==> src/rtl/c4_pkg.sv <==
// Shared Connect-4 definitions: board geometry, player encodings, pixel colours
// and the piece-drawer FSM state type.
package c4_pkg;

   localparam int NUM_COLS = 7;
   localparam int NUM_ROWS = 6;

   localparam logic [1:0] PLAYER_NONE = 2'd0;
   localparam logic [1:0] PLAYER_1    = 2'd1;
   localparam logic [1:0] PLAYER_2    = 2'd2;

   localparam logic [2:0] COLOUR_BORDER = 3'b000;
   localparam logic [2:0] COLOUR_RED    = 3'b100;
   localparam logic [2:0] COLOUR_YELLOW = 3'b110;

   typedef enum logic [2:0] {
      ST_IDLE,
      ST_SETUP,
      ST_DRAW,
      ST_DONE,
      ST_RELEASE
   } draw_state_t;

   // Player 1 is red; any other drawing player is yellow.
   function automatic logic [2:0] piece_colour(input logic [1:0] p);
      return (p == PLAYER_1) ? COLOUR_RED : COLOUR_YELLOW;
   endfunction

endpackage

==> src/rtl/column_heights.sv <==
// Per-column fill heights: two read ports and one saturating increment port.
// Column index 7 reads back as a full column so it can never be drawn into.
module column_heights
   import c4_pkg::*;
(
   input  logic       clk,
   input  logic       resetn,
   input  logic [2:0] rd_col_a,
   output logic [2:0] rd_height_a,
   input  logic [2:0] rd_col_b,
   output logic [2:0] rd_height_b,
   input  logic       inc_en,
   input  logic [2:0] inc_col
);

   logic [2:0] height [NUM_COLS];

   always_comb begin
      rd_height_a = 3'(NUM_ROWS);
      if (rd_col_a < 3'(NUM_COLS))
         rd_height_a = height[rd_col_a];
   end

   always_comb begin
      rd_height_b = 3'(NUM_ROWS);
      if (rd_col_b < 3'(NUM_COLS))
         rd_height_b = height[rd_col_b];
   end

   always_ff @(posedge clk) begin
      if (!resetn) begin
         for (int i = 0; i < NUM_COLS; i++)
            height[i] <= '0;
      end else if (inc_en && (inc_col < 3'(NUM_COLS)) && (height[inc_col] < 3'(NUM_ROWS))) begin
         height[inc_col] <= height[inc_col] + 3'd1;
      end
   end

endmodule

==> src/rtl/piece_drawer.sv <==
// Responds to the controller's draw/draw_done handshake: finds the landing row,
// rasterises one CELLxCELL piece to the VGA pixel port, then bumps the column height.
module piece_drawer
   import c4_pkg::*;
#(
   parameter int X0   = 24,
   parameter int Y0   = 12,
   parameter int CELL = 16
) (
   input  logic       clk,
   input  logic       resetn,
   input  logic [2:0] col_in,
   input  logic       ld_column,
   input  logic       draw,
   input  logic [1:0] player,
   output logic       valid,
   output logic [7:0] x,
   output logic [6:0] y,
   output logic [2:0] colour,
   output logic       plot,
   output logic       draw_done
);

   localparam int CW = $clog2(CELL);
   localparam logic [CW-1:0] PX_ONE = CW'(1);

   draw_state_t state, state_nx;

   logic [2:0]    col_r;
   logic [2:0]    row_r;
   logic [1:0]    player_r;
   logic          noop_r;
   logic [CW-1:0] dx, dy;
   logic [CW-1:0] dx_nx, dy_nx;
   logic [2:0]    height_valid;
   logic [2:0]    height_setup;
   logic          setup_noop;
   logic          last_px;
   logic          inc_en;

   logic       plot_d, done_d;
   logic [7:0] x_d;
   logic [6:0] y_d;
   logic [2:0] colour_d;

   // Signed intermediates so (NUM_ROWS-1 - row) can never wrap unnoticed.
   function automatic logic [7:0] pix_x(input logic [2:0] col, input logic [CW-1:0] px);
      logic signed [9:0] sum;
      sum = $signed(10'(X0)) + $signed({7'd0, col}) * $signed(10'(CELL)) + $signed(10'(px));
      return 8'(sum);
   endfunction

   function automatic logic [6:0] pix_y(input logic [2:0] row, input logic [CW-1:0] py);
      logic signed [9:0] sum;
      sum = $signed(10'(Y0))
          + ($signed(10'(NUM_ROWS - 1)) - $signed({7'd0, row})) * $signed(10'(CELL))
          + $signed(10'(py));
      return 7'(sum);
   endfunction

   function automatic logic [2:0] pix_colour(input logic [CW-1:0] px, input logic [CW-1:0] py,
                                             input logic [1:0] p);
      return ((px == '0) || (py == '0)) ? COLOUR_BORDER : piece_colour(p);
   endfunction

   column_heights u_heights (
      .clk         (clk),
      .resetn      (resetn),
      .rd_col_a    (col_in),
      .rd_height_a (height_valid),
      .rd_col_b    (col_r),
      .rd_height_b (height_setup),
      .inc_en      (inc_en),
      .inc_col     (col_r)
   );

   assign valid      = (col_in < 3'(NUM_COLS)) && (height_valid < 3'(NUM_ROWS));
   assign setup_noop = (height_setup >= 3'(NUM_ROWS)) || (player_r == PLAYER_NONE);
   assign last_px    = (&dx) && (&dy);
   assign inc_en     = (state == ST_DONE) && !noop_r;

   always_ff @(posedge clk) begin
      if (!resetn)
         state <= ST_IDLE;
      else
         state <= state_nx;
   end

   always_comb begin
      state_nx = state;
      case (state)
         ST_IDLE:    if (draw) state_nx = ST_SETUP;
         ST_SETUP:   state_nx = setup_noop ? ST_DONE : ST_DRAW;
         ST_DRAW:    if (last_px) state_nx = ST_DONE;
         ST_DONE:    state_nx = ST_RELEASE;
         ST_RELEASE: if (!draw) state_nx = ST_IDLE;
         default:    state_nx = ST_IDLE;
      endcase
   end

   // Next values of the registered pixel port: each pixel is computed from the
   // counters it will be displayed with, so x/y/colour/plot land together.
   always_comb begin
      plot_d   = 1'b0;
      done_d   = 1'b0;
      x_d      = x;
      y_d      = y;
      colour_d = colour;
      dx_nx    = dx;
      dy_nx    = dy;
      case (state)
         ST_SETUP: begin
            dx_nx = '0;
            dy_nx = '0;
            if (setup_noop) begin
               done_d = 1'b1;
            end else begin
               plot_d   = 1'b1;
               x_d      = pix_x(col_r, '0);
               y_d      = pix_y(height_setup, '0);
               colour_d = pix_colour('0, '0, player_r);
            end
         end
         ST_DRAW: begin
            if (last_px) begin
               done_d = 1'b1;
            end else begin
               dx_nx    = dx + PX_ONE;
               dy_nx    = (&dx) ? dy + PX_ONE : dy;
               plot_d   = 1'b1;
               x_d      = pix_x(col_r, dx_nx);
               y_d      = pix_y(row_r, dy_nx);
               colour_d = pix_colour(dx_nx, dy_nx, player_r);
            end
         end
         default: ;
      endcase
   end

   always_ff @(posedge clk) begin
      if (!resetn) begin
         plot      <= 1'b0;
         draw_done <= 1'b0;
         x         <= '0;
         y         <= '0;
         colour    <= '0;
         dx        <= '0;
         dy        <= '0;
         col_r     <= '0;
         row_r     <= '0;
         player_r  <= PLAYER_NONE;
         noop_r    <= 1'b0;
      end else begin
         plot      <= plot_d;
         draw_done <= done_d;
         x         <= x_d;
         y         <= y_d;
         colour    <= colour_d;
         dx        <= dx_nx;
         dy        <= dy_nx;
         if ((state == ST_IDLE) && ld_column)
            col_r <= col_in;
         if ((state == ST_IDLE) && draw)
            player_r <= player;
         if (state == ST_SETUP) begin
            row_r  <= height_setup;
            noop_r <= setup_noop;
         end
      end
   end

endmodule

==> config.mk <==
export PLATFORM = sky130hd
export DESIGN_NAME = piece_drawer
export DESIGN_NICKNAME = d
export VERILOG_FILES = /design/src/rtl/c4_pkg.sv /design/src/rtl/column_heights.sv /design/src/rtl/piece_drawer.sv
export SDC_FILE = /design/constraint.sdc
export NUM_CORES = 1
export LEC_CHECK = 0
export CAP_MARGIN = 10
export CORE_MARGIN = 10
export CORE_UTILIZATION = 51
export DETAILED_ROUTE_END_ITERATION = 12
export HOLD_SLACK_MARGIN = 0.08
export PLACE_DENSITY_LB_ADDON = 0.3
export SKIP_LAST_GASP = 1
export SLEW_MARGIN = 10
export SYNTH_ARGS = -nofsm -noshare
export SYNTH_HDL_FRONTEND = slang
export SYNTH_SLANG_ARGS = --single-unit
==> constraint.sdc <==
create_clock -name clk -period 3.1 [get_ports clk]
set_input_delay 0.465 -clock clk [delete_from_list [all_inputs] [get_ports clk]]
set_output_delay 0.465 -clock clk [all_outputs]
set_load 0.01 [all_outputs]
==> results.sh, run 1 <==
export IMPL_numCtsBuffers=9
export IMPL_cts_sinks=66
export IMPL_fmaxAchievable_ghz=0.3653
export IMPL_antenna_left=0
export IMPL_drt_wl_total_mm=7.573
export IMPL_clkLatencyLatePin_ps=350
export IMPL_die_h_um=100.2
export IMPL_drt_first_pass_iters=4
export IMPL_cp_data_required_time_ps=3340
export IMPL_track_usage_pct=15.51
export IMPL_final_common_cell="dfxtp_1"
export IMPL_synthesis_area_um2=3279
export IMPL_rsz0062_at_grt="false"
export IMPL_post_drt_wl_per_cell_um=16.68
export IMPL_hold_slack_ps=452.1
export IMPL_maxSlewHeadroom_pct=50.31
export IMPL_grt_overflow_total=0
export IMPL_setup_violations=0
export IMPL_ctsResizeCount=0
export IMPL_p_per_area_nw_per_um2=744.4
export IMPL_hold_path_class="reg2reg"
export IMPL_crit_path_max_fanout=13
export IMPL_worst_ep_arrival_time_ps=2980
export IMPL_synth_edff_count=21
export IMPL_start_util_pct=51.94
export IMPL_setup_ws_ps=362.4
export IMPL_critPathMaxStageDelay_ps=580
export IMPL_hold_viol_final=0
export IMPL_synth_top_area_cell="dfxtp_1"
export IMPL_endpoint_kind="flip-flop"
export IMPL_ys_seq_area_share_pct=46.70
export IMPL_crit_chain="mux4_2, mux2i_4, nand2_1, ha_1, o21ai_0, and2_1, nand3_1, o211a_1"
export IMPL_core_um2=6314
export IMPL_dieArea_um2=10040
export IMPL_die_w_um=100.2
export IMPL_drv_cap=0
export IMPL_cts_htree_levels=3
export IMPL_netlist_instances=340
export IMPL_synth_area_leaders="dfxtp_1 (27%), edfxtp_1 (19%), nand2_1 (4.2%)"
export IMPL_cts_setup_buffers=0
export IMPL_clock_skew_ps=14.91
export IMPL_slew_viol_final=0
export IMPL_routed_via_density=5.808
export IMPL_syn2layout_area_growth_pct=17.36
export IMPL_path_class="reg2reg"
export IMPL_slowest_stage="mux4_2"
export IMPL_place_gp_congestion=0.8180
export IMPL_netlist_area_leader_share_pct=27.47
export IMPL_grt_first_pass_wirelength_mm=12.61
export IMPL_diodes=0
export IMPL_drc=0
export IMPL_finalPower_uw=2865
export IMPL_dp_slack_ps=399.3
export IMPL_ctsHoldBuffers=0
export IMPL_nets=389
export IMPL_synthFlopType="dfxtp_1"
export IMPL_dp_hpwl_mm=5.355
export IMPL_async_reset_ff_share_pct=0
export IMPL_layout_common_cells="dfxtp_1 (45), nand2_1 (37), nor2_1 (36)"
export IMPL_synth_cell_types=64
export IMPL_cts_clk_slew_worst_paths_ps=80
export IMPL_vias=2637
export IMPL_run_status="finished clean"
export IMPL_power_leakage_uw=0.001391
export IMPL_grt_max_degree=33
export IMPL_ir_drop_mv=0.6338
export IMPL_root_buffer="clkbuf_8"
export IMPL_worstSetupStartpointType="flip-flop"
export IMPL_syn_avg_cell_area_um2=9.645
export IMPL_synth_seq_cells=66
export IMPL_cts_tree="built"
export IMPL_rows=29
export IMPL_ys_warn_count=0
export IMPL_period_needed_ps=2738
export IMPL_cts_max_path_buffers=2
export IMPL_antenna_found_initial=0
export IMPL_max_slew_worst_pin_slew_ps=743.8
export IMPL_grt_pass1_vias=2583
export IMPL_timing_final_crit_share_pct=88.31
export IMPL_finalSetupTns_ps=0
export IMPL_drt_iter0_markers=220
export IMPL_port_buffers=28
export IMPL_ios=30
export IMPL_drive_gt1_share_pct=11.67
-- cell families (layout without fill, tap and decap cells) --
logic type	count (synthesis)	count (layout)	synth area share (%)
AOI/OAI and AO/OA	71	71	14.99
xor gates and xnor gates	15	15	4.006
adders and majority gates	8	8	3.052
buffers and inverters	29	63	3.815
DFF	66	66	46.70
muxes	11	11	6.448
other	1	4	0.1144
and+or+nand+nor	139	139	20.87
-- critical path: cells and delay by family (launching register included) --
kind,cells,cell delay (ps)
simple gates,3,780
mux,2,760
fa+ha+maj,1,210
compound gates,2,360
flops,1,500
-- synth_stat cells (all sizes together) (2+ instances only) --
| master | instances |
|---|---|
| or3 | 8 |
| nor3b | 3 |
| o21ai | 13 |
| o31ai | 4 |
| buf | 6 |
| mux4 | 6 |
| nor3 | 11 |
| o211ai | 2 |
| nand3b | 2 |
| nand2 | 37 |
| o21bai | 2 |
| inv | 7 |
| nand2b | 5 |
| a21boi | 10 |
| clkbuf | 15 |
| ha | 8 |
| a311oi | 3 |
| xor2 | 8 |
| a21oi | 17 |
| nor2 | 36 |
| or2 | 2 |
| nand3 | 18 |
| a211oi | 3 |
| and2 | 5 |
| edfxtp | 21 |
| nand4 | 2 |
| mux2i | 4 |
| nor4 | 3 |
| o21a | 2 |
| o211a | 3 |
| dfxtp | 45 |
| xnor2 | 7 |
-- layout make-up --
class | count | area (µm²)
multi-input combinational | 248 | 1634
sequential | 66 | 1531
inverter | 8 | 30.03
timing repair buffer | 39 | 362.8
fill | 533 | 2465
clock buffer | 10 | 127.6
clock inverter | 6 | 66.31
tap | 77 | 96.34
-- per-layer routing --
metal / GRT usage, % / up-vias / routed length (µm)
li1: - / 1287 / -
met1: 20.54 / 1247 / 3345
met2: 22.11 / 87 / 3484
met3: 5.769 / 16 / 583
met4: 6.630 / 0 / 159
met5: 0 / - / 0
-- registers in the layout (all words and copies together) (netlist names), named ones only --
signal	count
u_heights.height	24
plot	1
player_r	2
y	7
noop_r	1
dy	4
row_r	3
dx	4
draw_done	1
col_r	3
colour	2
state	3
x	8
-- metrics by stage --
step                instance area (µm²)  cells  util [%]
floorplan                          3291    343         -
global placement                   3655    438     57.89
detailed placement                 3655    438     57.89
CTS                                3849    454     60.96
global route                       3849    454     60.96
finish                             3849    454     60.96
-- power breakdown --
| part | leakage (µW) | total, µW | internal, µW | switching, µW |
|---|---|---|---|---|
| clock network | 0.0000889 | 718 | 372 | 345 |
| logic | 0.000719 | 984 | 445 | 539 |
| registers | 0.000583 | 1160 | 1030 | 136 |
-- path summary, 6_finish.rpt --
kind         depth (start not counted)                end               from  slack, ps
min                                  2  x[5]$_SDFFE_PN0P_  x[5]$_SDFFE_PN0P_        450
max reg2reg                          8  x[3]$_SDFFE_PN0P_          flip-flop        360
min reg2reg                          2  x[5]$_SDFFE_PN0P_  x[5]$_SDFFE_PN0P_        450
max                                  8  x[3]$_SDFFE_PN0P_          flip-flop        360
No activity file was read; power rests on OpenSTA's default activity.
==> run 2, diff against run 1 <==
REMOVE_ABC_BUFFERS = 1   (was unset)
==> results.sh, run 2 (synthesized netlist as in run 1, its figures left out) <==
export IMPL_run_status="finished clean"
export IMPL_antenna_left=0
export IMPL_hold_viol_final=0
export IMPL_ios=30
export IMPL_routed_via_density=5.770
export IMPL_grt_max_degree=18
export IMPL_clock_skew_ps=8.070
export IMPL_crit_chain="nor4bb_1, nand3_1, o21bai_1, o31ai_1"
export IMPL_cts_sinks=66
export IMPL_vias=2637
export IMPL_numCtsBuffers=9
export IMPL_fillerInstances=558
export IMPL_ctsHoldBuffers=0
export IMPL_cts_clk_slew_worst_paths_ps=70
export IMPL_fmaxAchievable_ghz=0.3707
export IMPL_drt_wl_total_mm=7.676
export IMPL_ir_drop_mv=0.5364
export IMPL_p_per_area_nw_per_um2=738.1
export IMPL_drive_gt1_share_pct=11.58
export IMPL_grt_overflow_total=0
export IMPL_dr_wl_met2_mm=3.732
export IMPL_setup_violations=0
export IMPL_post_drt_wl_per_cell_um=16.80
export IMPL_finalSetupTns_ps=0
export IMPL_diodes=0
export IMPL_rsz0062_at_grt="false"
export IMPL_wirelength_met1_mm=3.295
export IMPL_antenna_found_initial=0
export IMPL_slowest_stage="nor4bb_1"
export IMPL_drt_first_pass_iters=4
export IMPL_final_common_cell="dfxtp_1"
export IMPL_drt_iter0_markers=99
export IMPL_max_slew_worst_pin_slew_ps=672.9
export IMPL_layout_common_cells="dfxtp_1 (45), nand2_1 (37), nor2_1 (36)"
export IMPL_worst_ep_arrival_time_ps=2670
export IMPL_cts_tree="built"
export IMPL_drc=0
export IMPL_syn2layout_area_growth_pct=17.86
export IMPL_grt_first_pass_wirelength_mm=12.63
export IMPL_root_buffer="clkbuf_8"
export IMPL_maxUsedRoutingLayer="met4"
export IMPL_timing_final_crit_share_pct=87.03
export IMPL_dieArea_um2=10040
export IMPL_maxSlewHeadroom_pct=54.53
export IMPL_grt_pass1_vias=2551
export IMPL_port_buffers=28
export IMPL_worstSetupStartpointType="flip-flop"
export IMPL_track_usage_pct=15.68
export IMPL_cp_data_required_time_ps=3070
export IMPL_rows=29
export IMPL_utilization_pct=61.22
export IMPL_start_util_pct=51.94
export IMPL_clkLatencyLatePin_ps=340
export IMPL_power_leakage_uw=0.001411
export IMPL_drv_cap=0
export IMPL_endpoint_kind="flip-flop"
export IMPL_place_gp_congestion=1.016
export IMPL_critPathMaxStageDelay_ps=670
export IMPL_path_class="reg2reg"
export IMPL_met3_wirelength_um=451
export IMPL_core_um2=6314
export IMPL_cts_setup_buffers=0
export IMPL_hold_path_class="reg2reg"
export IMPL_cts_max_path_buffers=2
export IMPL_crit_path_max_fanout=11
export IMPL_nets=392
export IMPL_die_h_um=100.2
export IMPL_largestRegisters="u_heights.height (24), x (8), y (7)"
export IMPL_multi_input_area_um2=1634
export IMPL_cts_htree_levels=3
export IMPL_dp_hpwl_mm=5.694
export IMPL_die_w_um=100.2
export IMPL_largest_reg_flops=24
export IMPL_ctsResizeCount=0
export IMPL_regArea_um2=1531
export IMPL_slew_viol_final=0
export IMPL_period_needed_ps=2698
export IMPL_regMostFlops="u_heights.height"
==> run 2: cell count changes in the layout (fill, tap and decap cells not counted) <==
cell,before,now
clkbuf_8,9,10
clkinv_1,1,3
clkinvlp_4,3,0
buf_4,11,14
inv_6,1,0
clkbuf_1,1,2
==> run 2: final cells by class <==
type	instances	share of cell area [%]
multi-input cells	248	42.28
flip-flops and latches	66	39.62
repair buffers	42	9.971
clock buffers	12	3.755
well taps	77	2.493
clock inverters	4	1.101
inverters	8	0.7769
==> run 2: path summary, 6_finish.rpt <==
path                                            start                                   end  slack [ps]  cells after the start
worst max-delay path            state[1]$_SDFFE_PN0P_  u_heights.height[2][0]$_SDFFCE_PN0P_         400                      4
worst min register to register      x[5]$_SDFFE_PN0P_                     x[5]$_SDFFE_PN0P_         450                      2
worst max register to register  state[1]$_SDFFE_PN0P_  u_heights.height[2][0]$_SDFFCE_PN0P_         400                      4
worst min-delay path                x[5]$_SDFFE_PN0P_                     x[5]$_SDFFE_PN0P_         450                      2
==> run 2: per-stage QoR <==
| stage | setup WS (ps) | std cells | hold WS [ps] | instance area (µm²) | power [µW] |
|---|---|---|---|---|---|
| after CTS | 426.9 | 457 | 455.7 | 3865 | 2868 |
| after detailed placement | 431.2 | 441 | 446.6 | 3677 | 2174 |
| after global placement | 525.4 | 441 | 445.9 | 3677 | 2159 |
| after floorplan | 261.0 | 322 | 444.2 | 3196 | 1738 |
| after global routing | 222.2 | 457 | 482.0 | 3865 | 3032 |
| final | 402.0 | 457 | 451.8 | 3865 | 2853 |
==> run 2: power breakdown <==
part | switching, µW | total [µW] | internal (µW)
Combinational | 543 | 995 | 452
Sequential | 139 | 1170 | 1030
Clock | 304 | 691 | 387
==> run 2: metal layers <==
layer	vias to the layer above	GRT usage, %
li1	1293	-
met1	1254	18.28
met2	70	25.77
met3	20	4.945
met4	0	7.065
met5	-	0
==> run 2: critical path, delay by kind of cell, from the launching register on <==
| kind | cells | cell delay, ps |
|---|---|---|
| flip-flops | 1 | 540 |
| AND/OR/NAND/NOR | 2 | 900 |
| AO/OA/AOI/OAI | 2 | 900 |
